File: config.mk
export PLATFORM = sky130hd
export DESIGN_NAME = pipe_skid_stage
export DESIGN_NICKNAME = d
export VERILOG_FILES = /design/src/rtl/core_pipe_pkg.sv /design/src/rtl/pipe_skid_stage.sv
export SDC_FILE = /design/constraint.sdc
export NUM_CORES = 1
export LEC_CHECK = 0
export CAP_MARGIN = 10
export CORE_MARGIN = 1.5
export CORE_UTILIZATION = 35
export DETAILED_ROUTE_END_ITERATION = 16
export GPL_ROUTABILITY_DRIVEN = 0
export HOLD_SLACK_MARGIN = 0.05
export MAX_ROUTING_LAYER = met4
export PLACE_DENSITY_LB_ADDON = 0.12
export SLEW_MARGIN = 0
export SYNTH_ARGS = -nofsm -noshare
export SYNTH_HDL_FRONTEND = slang
export SYNTH_SLANG_ARGS = --single-unit
File: constraint.sdc
create_clock -name clk -period 3.88 [get_ports clk]
set_input_delay 0.776 -clock clk [delete_from_list [all_inputs] [get_ports clk]]
set_output_delay 0.776 -clock clk [all_outputs]
set_load 0.05 [all_outputs]
File: src/rtl/core_pipe_pkg.sv
// Shared pipeline definitions: XLEN and the stage payload bundles
// used to size the data path of the pipeline register stages.
package core_pipe_pkg;

  localparam int XLEN = 32;

  typedef struct packed {
    logic [XLEN-1:0] pc;
    logic [31:0]     instr;
  } if_id_t;

  typedef struct packed {
    logic [XLEN-1:0] pc;
    logic [XLEN-1:0] rs1_val;
    logic [XLEN-1:0] rs2_val;
    logic [4:0]      rd;
  } id_ex_t;

  localparam int IF_ID_W = $bits(if_id_t);
  localparam int ID_EX_W = $bits(id_ex_t);

endpackage

File: src/rtl/pipe_skid_stage.sv
// Valid/ready pipeline register with optional 2-entry skid buffer
// (registered ready_o) and synchronous flush.
module pipe_skid_stage
  import core_pipe_pkg::*;
#(
  parameter int               DATA_W   = XLEN,
  parameter int               SKID     = 1,
  parameter logic [DATA_W-1:0] RST_DATA = '0
) (
  input  logic              clk,
  input  logic              rst,
  input  logic              flush_i,
  input  logic [DATA_W-1:0] data_i,
  input  logic              valid_i,
  output logic              ready_o,
  output logic [DATA_W-1:0] data_ro,
  output logic              valid_ro,
  input  logic              ready_i
);

  logic              valid_q;
  logic              valid_d;
  logic [DATA_W-1:0] data_q;
  logic [DATA_W-1:0] data_d;
  logic              cke;

  assign cke = ~valid_q | ready_i;

  always_ff @(posedge clk or posedge rst) begin
    if (rst) begin
      valid_q <= 1'b0;
      data_q  <= RST_DATA;
    end else begin
      valid_q <= valid_d;
      data_q  <= data_d;
    end
  end

  assign valid_ro = valid_q;
  assign data_ro  = data_q;

  if (SKID != 0) begin : g_skid
    logic              skid_valid_q;
    logic              skid_valid_d;
    logic [DATA_W-1:0] skid_data_q;
    logic [DATA_W-1:0] skid_data_d;
    logic              accept;

    // ready comes straight from a flop to cut the upstream ready chain
    assign ready_o = ~skid_valid_q;
    assign accept  = valid_i & ~skid_valid_q;

    always_comb begin
      valid_d      = valid_q;
      data_d       = data_q;
      skid_valid_d = skid_valid_q;
      skid_data_d  = skid_data_q;
      if (flush_i) begin
        valid_d      = 1'b0;
        skid_valid_d = 1'b0;
      end else if (cke) begin
        if (skid_valid_q) begin
          valid_d      = 1'b1;
          data_d       = skid_data_q;
          skid_valid_d = 1'b0;
        end else if (accept) begin
          valid_d = 1'b1;
          data_d  = data_i;
        end else begin
          valid_d = 1'b0;
        end
      end else if (accept) begin
        skid_valid_d = 1'b1;
        skid_data_d  = data_i;
      end
    end

    always_ff @(posedge clk or posedge rst) begin
      if (rst) begin
        skid_valid_q <= 1'b0;
        skid_data_q  <= RST_DATA;
      end else begin
        skid_valid_q <= skid_valid_d;
        skid_data_q  <= skid_data_d;
      end
    end
  end else begin : g_bypass
    assign ready_o = cke;

    always_comb begin
      valid_d = valid_q;
      data_d  = data_q;
      if (flush_i) begin
        valid_d = 1'b0;
      end else if (cke) begin
        valid_d = valid_i;
        if (valid_i) data_d = data_i;
      end
    end
  end

endmodule

Yosys cells after proc, flatten, opt, wreduce, memory -nomap -nowiden
Index checks and enable logic that the tools add are counted.
Storage, ports and cells
  register bits: 66
  logic and storage cells: 24
  bits of input ports: 37
Cells by class
  mux-type cells: 9
  bitwise gates (word level): 6
  reduce and logical (&&, ||, !) cells: 5
Operator list (count)
  two-way mux 32 bit: 2
  two-way mux 1 bit: 7
  AND reduction 3 bit: 2
  NOT 1 bit: 4
  nonzero test 2 bit: 2
  nonzero test 3 bit: 1
  AND 1 bit: 1
  bitwise OR 1 bit: 1

Logic depth before layout (Yosys ltp)
Gate-level depths: netlist of the first run.
  word-level depth: 6
  mapped depth: 5
  mapped depth without buffers: 3

Worst setup path after synthesis of the first run
Ideal clock, no wire load.
  path kind: input port to flip-flop
  start point: input ready_i
  end point: register g_skid.skid_data_q[0]
  arrival time: 1848 ps
  setup slack: 1907 ps
  required time: 3755 ps
  library setup time: 125 ps
  stages: 4
  cell sequence: nand2b_4 > nor4b_4 > buf_6 > mux2_4
On the way
  word-level cells in the longest chain between the ends: 3
Ends and longest elaborated chain
  from (decl): RTL line pipe_skid_stage.sv:18  | input logic ready_i
  bitwise OR 1 bit: RTL line pipe_skid_stage.sv:27  | assign cke = ~valid_q | ready_i;
  NOT 1 bit (no line)
  AND reduction 3 bit (no line)
  to (signal assigned): RTL line pipe_skid_stage.sv:84  | skid_data_q <= skid_data_d;
  to (decl): RTL line pipe_skid_stage.sv:45  | logic [DATA_W-1:0] skid_data_q;
Every way passes these cells.
A chain may end at the register's enable or synchronous reset.

Final worst setup path of the first run
  start point: register g_skid.skid_valid_q
  end point: output ready_o
On the way
  word-level cells in the longest chain between the ends: 1
Ends and longest elaborated chain
  from (decl): RTL line pipe_skid_stage.sv:43  | logic skid_valid_q;
  from (signal assigned): RTL line pipe_skid_stage.sv:83  | skid_valid_q <= skid_valid_d;
  NOT 1 bit: RTL line pipe_skid_stage.sv:50  | assign ready_o = ~skid_valid_q;
  to (decl): RTL line pipe_skid_stage.sv:15  | output logic ready_o,
Every way passes these cells.

==> summary.txt, run 1 <==
Status
  – Status: completed

Logic synthesis
  – Largest family of logic cells by synthesized area: multiplexers
  – Share of flip-flops with an asynchronous set or reset after synthesis: 1.00
  – Adder and majority cell fraction of the synthesized area: 0
  – Most area-consuming cells after synthesis: dfrtp_1 55%, mux2_2 24%, mux2_4 15%
  – Post-Syn Area per Cell: 16.7 sq um
  – Cell accounting for the most synthesized area: dfrtp_1
  – Synthesized instance count: around 180
  – Part of the Yosys area used for sequential elements: 0.547
  – Number of enable-type register cells in the synthesized netlist: 0
  – Mux share of post-synthesis cell area: 0.395
  – Yosys reg bits: 66
  – Post-synth design cell area: 3020 sq um
  – Synth Warn #: 0
  – Most numerous cell in the Yosys netlist: dfrtp_1
  – Post-synth top cells: 66 x dfrtp_1, 64 x mux2_2, 30 x mux2_4
  – Basic-gate share of the synthesized area counting and, or, nand and nor cells: 0.0236
  – Xor and xnor fraction of the mapped netlist area: 0
  – Share of Yosys cell area claimed by the top area cell type: 0.547
  – Ys flop type: dfrtp_1
  – Distinct cell type count of the synthesized netlist: 15
  – Nets in the synthesized netlist: ~220
  – Synth Area in Compound Gates: 0.00166

Worst setup path
  – Worst setup EP type: output port
  – Count of buffer and inverter cells on the critical path: 2
  – Maximum cell stage delay along the critical path: between 900 and 1000 ps
  – Critical path start-end classification: reg2out
  – Chain of cells forming the critical path: inv_1, clkdlybuf4s50_1
  – Max FO, Critical Path: 35
  – Critical Path Slowest Stage Cell: dfrtp_2
  – Data required time of the critical path: 3100 ps
  – Kind of start point of the critical path: register
  – Gate family responsible for the most delay along the worst path: flip-flops
  – Startpoint of the lowest-slack register-to-register path: g_skid.skid_valid_q$_DFFE_PP0P_
  – Critical path data arrival time: about 2100 ps
  – Setup crit start: g_skid.skid_valid_q$_DFFE_PP0P_

Route
  – First-pass iteration count of the detailed router: 3
  – Routed wire per std cell: 15.3 um
  – Wire length reported by the detailed router: 5600 um
  – Via density per instance: between 4 and 5
  – Detailed-route via count: 1721
  – Violation count after the first detailed-routing iteration: 65
  – Antenna-violating nets left: 0
  – DRC violation count after routing: 0

Power and ir drop
  – Maximum resistive drop on vdd: 0.000200 V
  – Leak pwr: 1.66 nW
  – Tot Pwr: 2.10 mW
  – Power density cells: 529 nW/um^2

Place
  – Cells after DPL: ~350
  – Half-perimeter wire length after detailed placement: ~3600 um
  – Buffers added on ports: 70
  – Area after DPL: 3800 sq um
  – Setup Slack @ Placement: 1270 ps

Timing
  – Total of endpoints with negative setup slack in the final report: 0
  – Hold violation count in the final report: 0
  – Slew @ Worst Pin: 855 ps
  – Final Skew: 9.43 ps
  – Top achievable clock speed: 351 MHz
  – Setup tns final: 0 ps
  – Final worst path period share: 0.734
  – Final min period: 2850 ps
  – Setup repair after global routing missed its margin: false
  – Smallest setup slack after layout: ~1000 ps
  – Final-report max-slew violation count: 0
  – Headroom to the max-slew limit: 0.430

Floorplanning
  – Die outline area: 9200 sq um
  – Die W: 95.9 um
  – I/O pin count: 71
  – Die Span Y: 95.9 um
  – Row cnt: 33
  – Starting utilization of the core area: 0.364
  – Placeable core area: 8300 sq um

Clock tree
  – CTS H-tree depth: 3
  – Root cell of the clock tree: clkbuf_8
  – Clock tree from TritonCTS: built
  – TritonCTS sink count: 66
  – Post-CTS Setup Bufs: 0
  – Number of buffers inserted during clock tree synthesis: 9
  – Clock transition at the registers of the reported paths: 70 ps
  – Hold-fix buffers, CTS: 0
  – Source-to-sink clock delay at the later pin of the worst-skew pair: 340 ps
  – Buffer depth of the longest clock path: 2
  – Quantity of gates resized following cts: 0

Final layout
  – Non-Filler Instances: 365
  – Final antenna diode count: 0
  – Synth-to-layout area growth: 31.5%
  – Final Cell Area: between 3000 and 4000 sq um
  – Number of nets in the final layout: 294
  – Fraction of layout instances using a drive strength above 1: 0.454

Global routing
  – Largest net degree at the start of global routing: 67
  – Global-route wire length before repair: 8990 um
  – Initial antenna violation count: 0
  – Residual overflow from global routing: 0
  – GRT Resource Usage Total: 0.138
  – Via count of the first global-routing pass: 1738

Min path
  – Worst min-delay path class: reg2reg
  – Hold wc startpoint: data_ro[23]$_DFFE_PP0P_

Run
  – Maximum Capacitance Violations: 0
==> routing by layer <==
metal  global-route usage  routed length [um]
met3               0.0379                 283
met4               0.0515                  74
met1                0.191                2790
met5                    -                   0
met2                0.190                2450
==> path summary, 6_finish.rpt <==
| check | depth (start not counted) | endpoint | slack [ps] |
|---|---|---|---|
| setup / recovery | 2 | ready_o | 1030 |
| hold / removal | 1 | data_ro[23]$_DFFE_PP0P_ | 490 |
| setup reg to reg | 4 | data_ro[28]$_DFFE_PP0P_ | 1740 |
| hold reg to reg | 1 | data_ro[23]$_DFFE_PP0P_ | 490 |
| max in group asynchronous | 3 | g_skid.skid_valid_q$_DFFE_PP0P_ | 2300 |
| min in group asynchronous | 3 | data_ro[20]$_DFFE_PP0P_ | 990 |
==> sequential cells by signal, indices dropped and copies added (netlist names) <==
| signal | cells |
|---|---|
| valid_ro | 1 |
| g_skid.skid_valid_q | 1 |
| g_skid.skid_data_q | 32 |
| data_ro | 32 |
==> placed cells by master (no fill, tap or decap) <==
cell type / instances
a21oi_1: 1
and2b_2: 1
buf_4: 5
bufinv_16: 1
clkbuf_1: 1
clkbuf_8: 9
clkdlybuf4s50_1: 70
clkinv_2: 3
dfrtp_1: 65
dfrtp_2: 1
inv_1: 1
inv_2: 1
mux2_1: 2
mux2_2: 64
mux2_4: 30
nand2b_4: 1
nor2_1: 1
nor3_1: 1
nor3_4: 1
nor4b_4: 1
==> cells by family (layout without fill, tap and decap cells) <==
group | count (synthesis) | in the layout
mux | 96 | 96
simple gates | 6 | 6
flops | 66 | 66
compound gates | 1 | 1
buf+inv | 12 | 91
==> where the power goes <==
group / internal [mW] / total [mW] / switching [mW]
Clock: 0.286 / 0.531 / 0.244
Combinational: 0.319 / 0.655 / 0.336
Sequential: 0.838 / 0.917 / 0.0787
Total: 1.44 / 2.10 / 0.659
==> per-stage QoR <==
step | hold slack, ps | utilization
global placement | 473 | 0.458
detailed placement | 477 | 0.458
global route | 509 | 0.479
floorplan | 475 | -
CTS | 497 | 0.479
finish | 488 | 0.479
==> layout make-up <==
cell class	count	area, sq um
clock inverter	4	45.0
tap	105	131
clock buffer	10	128
timing repair buffer	75	738
inverter	2	7.51
multi-input combinational	103	1270
sequential	66	1650
fill	732	4330
==> worst register-to-register path: cells and delay by family (launching register included) <==
kind          cells  cell delay, ps
flops             1             930
mux               1             380
simple gates      2             410
buf+inv           1             310
No activity file was read; power rests on OpenSTA's default activity.
==> run 2: changes to the inputs <==
==> constraint.sdc (replaced) <==
create_clock -name clk -period 2.9 [get_ports clk]
set_input_delay 0.58 -clock clk [delete_from_list [all_inputs] [get_ports clk]]
set_output_delay 0.58 -clock clk [all_outputs]
set_load 0.05 [all_outputs]
==> summary.txt, run 2 (same netlist as run 1, synthesis figures left out) <==
Status
  – Status: completed

Power and ir drop
  – Tot Pwr: 3.01 mW (+43%)
  – Power density cells: 743 nW/um^2 (+40%)
  – Register share of total power: 0.406 (-0.030)
  – Total net switching power: 0.911 mW (+38%)
  – Leak pwr: 1.70 nW (+2.2%)
  – Maximum resistive drop on vdd: 0.000402 V (+100%)
  – Power Internal: 2.10 mW (+46%)
  – Switching share of total power: 0.302 (-0.0112)
  – Relative contribution of combinational cells to total power: 0.293 (-0.018)
  – Share of total power in the clock network: 0.301 (+0.048)

Worst setup path
  – Data required time of the critical path: 2320 ps (-780 ps)
  – Max FO, Critical Path: 10 (-71%)
  – Maximum cell stage delay along the critical path: 820 ps (-110 ps)
  – Critical Path Slowest Stage Cell: clkdlybuf4s50_1
  – Kind of start point of the critical path: register
  – Chain of cells forming the critical path: inv_1, clkdlybuf4s50_1
  – Critical path data arrival time: 1740 ps (-330 ps)
  – Gate family responsible for the most delay along the worst path: buffers and inverters
  – Critical path start-end classification: reg2out
  – Setup slack on the worst flop-to-flop path: 1180 ps (-560 ps)
  – Worst setup EP type: output port
  – Count of buffer and inverter cells on the critical path: 2 (unchanged)

Clock tree
  – Number of buffers inserted during clock tree synthesis: 9 (unchanged)
  – Source-to-sink clock delay at the later pin of the worst-skew pair: 340 ps (about the same)
  – Clock transition at the registers of the reported paths: 70 ps (about the same)
  – CTS H-tree depth: 3 (unchanged)
  – Clock tree from TritonCTS: built
  – Hold-fix buffers, CTS: 0 (unchanged)
  – Post-CTS Setup Bufs: 0 (unchanged)
  – Quantity of gates resized following cts: 0 (unchanged)
  – Root cell of the clock tree: clkbuf_8
  – Buffer depth of the longest clock path: 2 (unchanged)
  – TritonCTS sink count: 66 (unchanged)

Timing
  – Setup tns final: 0 ps (unchanged)
  – Total of endpoints with negative setup slack in the final report: 0 (unchanged)
  – Top achievable clock speed: 431 MHz
  – Slew @ Worst Pin: 529 ps (-326 ps)
  – Final Skew: 6.68 ps (-2.75 ps)
  – Final min period: 2320 ps
  – Setup repair after global routing missed its margin: false
  – Final-report max-slew violation count: 0 (unchanged)
  – Headroom to the max-slew limit: 0.646 (+0.216)
  – Final worst path period share: 0.801
  – WHS: 497 ps (+9.40 ps)
  – Hold violation count in the final report: 0 (unchanged)

Final layout
  – Non-Filler Instances: 368 (+0.82%)
  – Commonest non-fill, non-tap cells in the layout: 70 x clkdlybuf4s50_1, 65 x dfrtp_1, 64 x mux2_2
  – Final antenna diode count: 0 (unchanged)
  – # fillers: 741 (+1.2%)
  – Fraction of layout instances using a drive strength above 1: 0.464 (+0.0100)
  – Leading cell type in the layout, fill and taps excluded: clkdlybuf4s50_1
  – Area occupied by multi-input gates: 1270 sq um (unchanged)
  – End-of-flow core utilization: 0.489 (+0.0103)
  – Synth-to-layout area growth: 34.3%
  – Number of nets in the final layout: 295 (+0.34%)
  – Total area of sequential cells: 1650 sq um (unchanged)

Floorplanning
  – Die outline area: 9200 sq um (unchanged)
  – Die Span Y: 95.9 um (unchanged)
  – Starting utilization of the core area: 0.364 (unchanged)
  – Die W: 95.9 um (unchanged)
  – Row cnt: 33 (unchanged)
  – I/O pin count: 71 (unchanged)
  – Placeable core area: 8300 sq um (unchanged)

Place
  – Half-perimeter wire length after detailed placement: 3690 um (+2.5%)
  – Cells after DPL: 352 (+0.28%)
  – Buffers added on ports: 70 (unchanged)

Route
  – Routed wire per std cell: 15.7 um (+2.2%)
  – First-pass iteration count of the detailed router: 2 (-1)
  – Detailed-route via count: 1707 (-0.81%)
  – Via density per instance: 4.64 (-1.6%)
  – Antenna-violating nets left: 0 (unchanged)
  – Wire length reported by the detailed router: 5770 um (+3.0%)
  – DRC violation count after routing: 0 (unchanged)
  – Violation count after the first detailed-routing iteration: 54 (-17%)

Min path
  – Worst min-delay path class: reg2reg

Global routing
  – Via count of the first global-routing pass: 1877 (+8.0%)
  – GRT Resource Usage Total: 0.145 (+0.00787)
  – Residual overflow from global routing: 0 (unchanged)
  – Initial antenna violation count: 0 (unchanged)
  – Largest net degree at the start of global routing: 67 (unchanged)
  – Global-route wire length before repair: 9490 um (+5.6%)

Run
  – Maximum Capacitance Violations: 0 (unchanged)
## run 2: cell types whose count changed in the layout (fill, tap and decap cells not counted), sizes merged
cell	change
bufinv	+1
clkbuf	+2
clkinv	-2
clkinvlp	+1
buf	+1
## run 2: worst reg2reg max path: stages, from the launching register on
cell	delay, ps
dfrtp_2	510
buf_4	410
mux2_2	390
mux2_1	290
## run 2: final cells by class
type	instances	share of cell area
Clock inverter	4	0.0179
Timing Repair Buffer	76	0.187
Clock buffer	12	0.0407
Inverter	2	0.00185
Tap cell	105	0.0324
Multi-Input combinational cell	103	0.313
Sequential cell	66	0.407
## run 2: layer usage
layer / wire [um] / track usage
met5: 0 / -
met4: 74 / 0.0515
met1: 2790 / 0.193
met3: 295 / 0.0513
met2: 2610 / 0.205
## run 2: power groups by stage
stage          clock (mW)  sequential [mW]  combinational (mW)
6_report            0.907             1.22               0.883
5_1_grt             0.981             1.25               0.933
4_1_cts             0.933             1.23               0.893
3_5_place_dp            0             1.24               0.891
3_3_place_gp            0             1.24               0.883
2_1_floorplan           0             1.52               0.314
## run 2: metrics by stage
step / setup slack (ps) / instance area (sq um)
final: 578 / 4060
after global routing: 492 / 4060
after CTS: 535 / 4060
after detailed placement: 540 / 3820
after global placement: 569 / 3820
after floorplan: 665 / 3020
## run 2: final timing paths
path                                            startpoint                                 end  cells past startpoint
setup / recovery           g_skid.skid_valid_q$_DFFE_PP0P_                             ready_o                      2
hold / removal                     data_ro[29]$_DFFE_PP0P_             data_ro[29]$_DFFE_PP0P_                      1
setup reg to reg           g_skid.skid_valid_q$_DFFE_PP0P_             data_ro[29]$_DFFE_PP0P_                      3
hold reg to reg                    data_ro[29]$_DFFE_PP0P_             data_ro[29]$_DFFE_PP0P_                      1
max in group asynchronous                              rst  g_skid.skid_data_q[30]$_DFFE_PP0P_                      3
min in group asynchronous                              rst  g_skid.skid_data_q[20]$_DFFE_PP0P_                      3
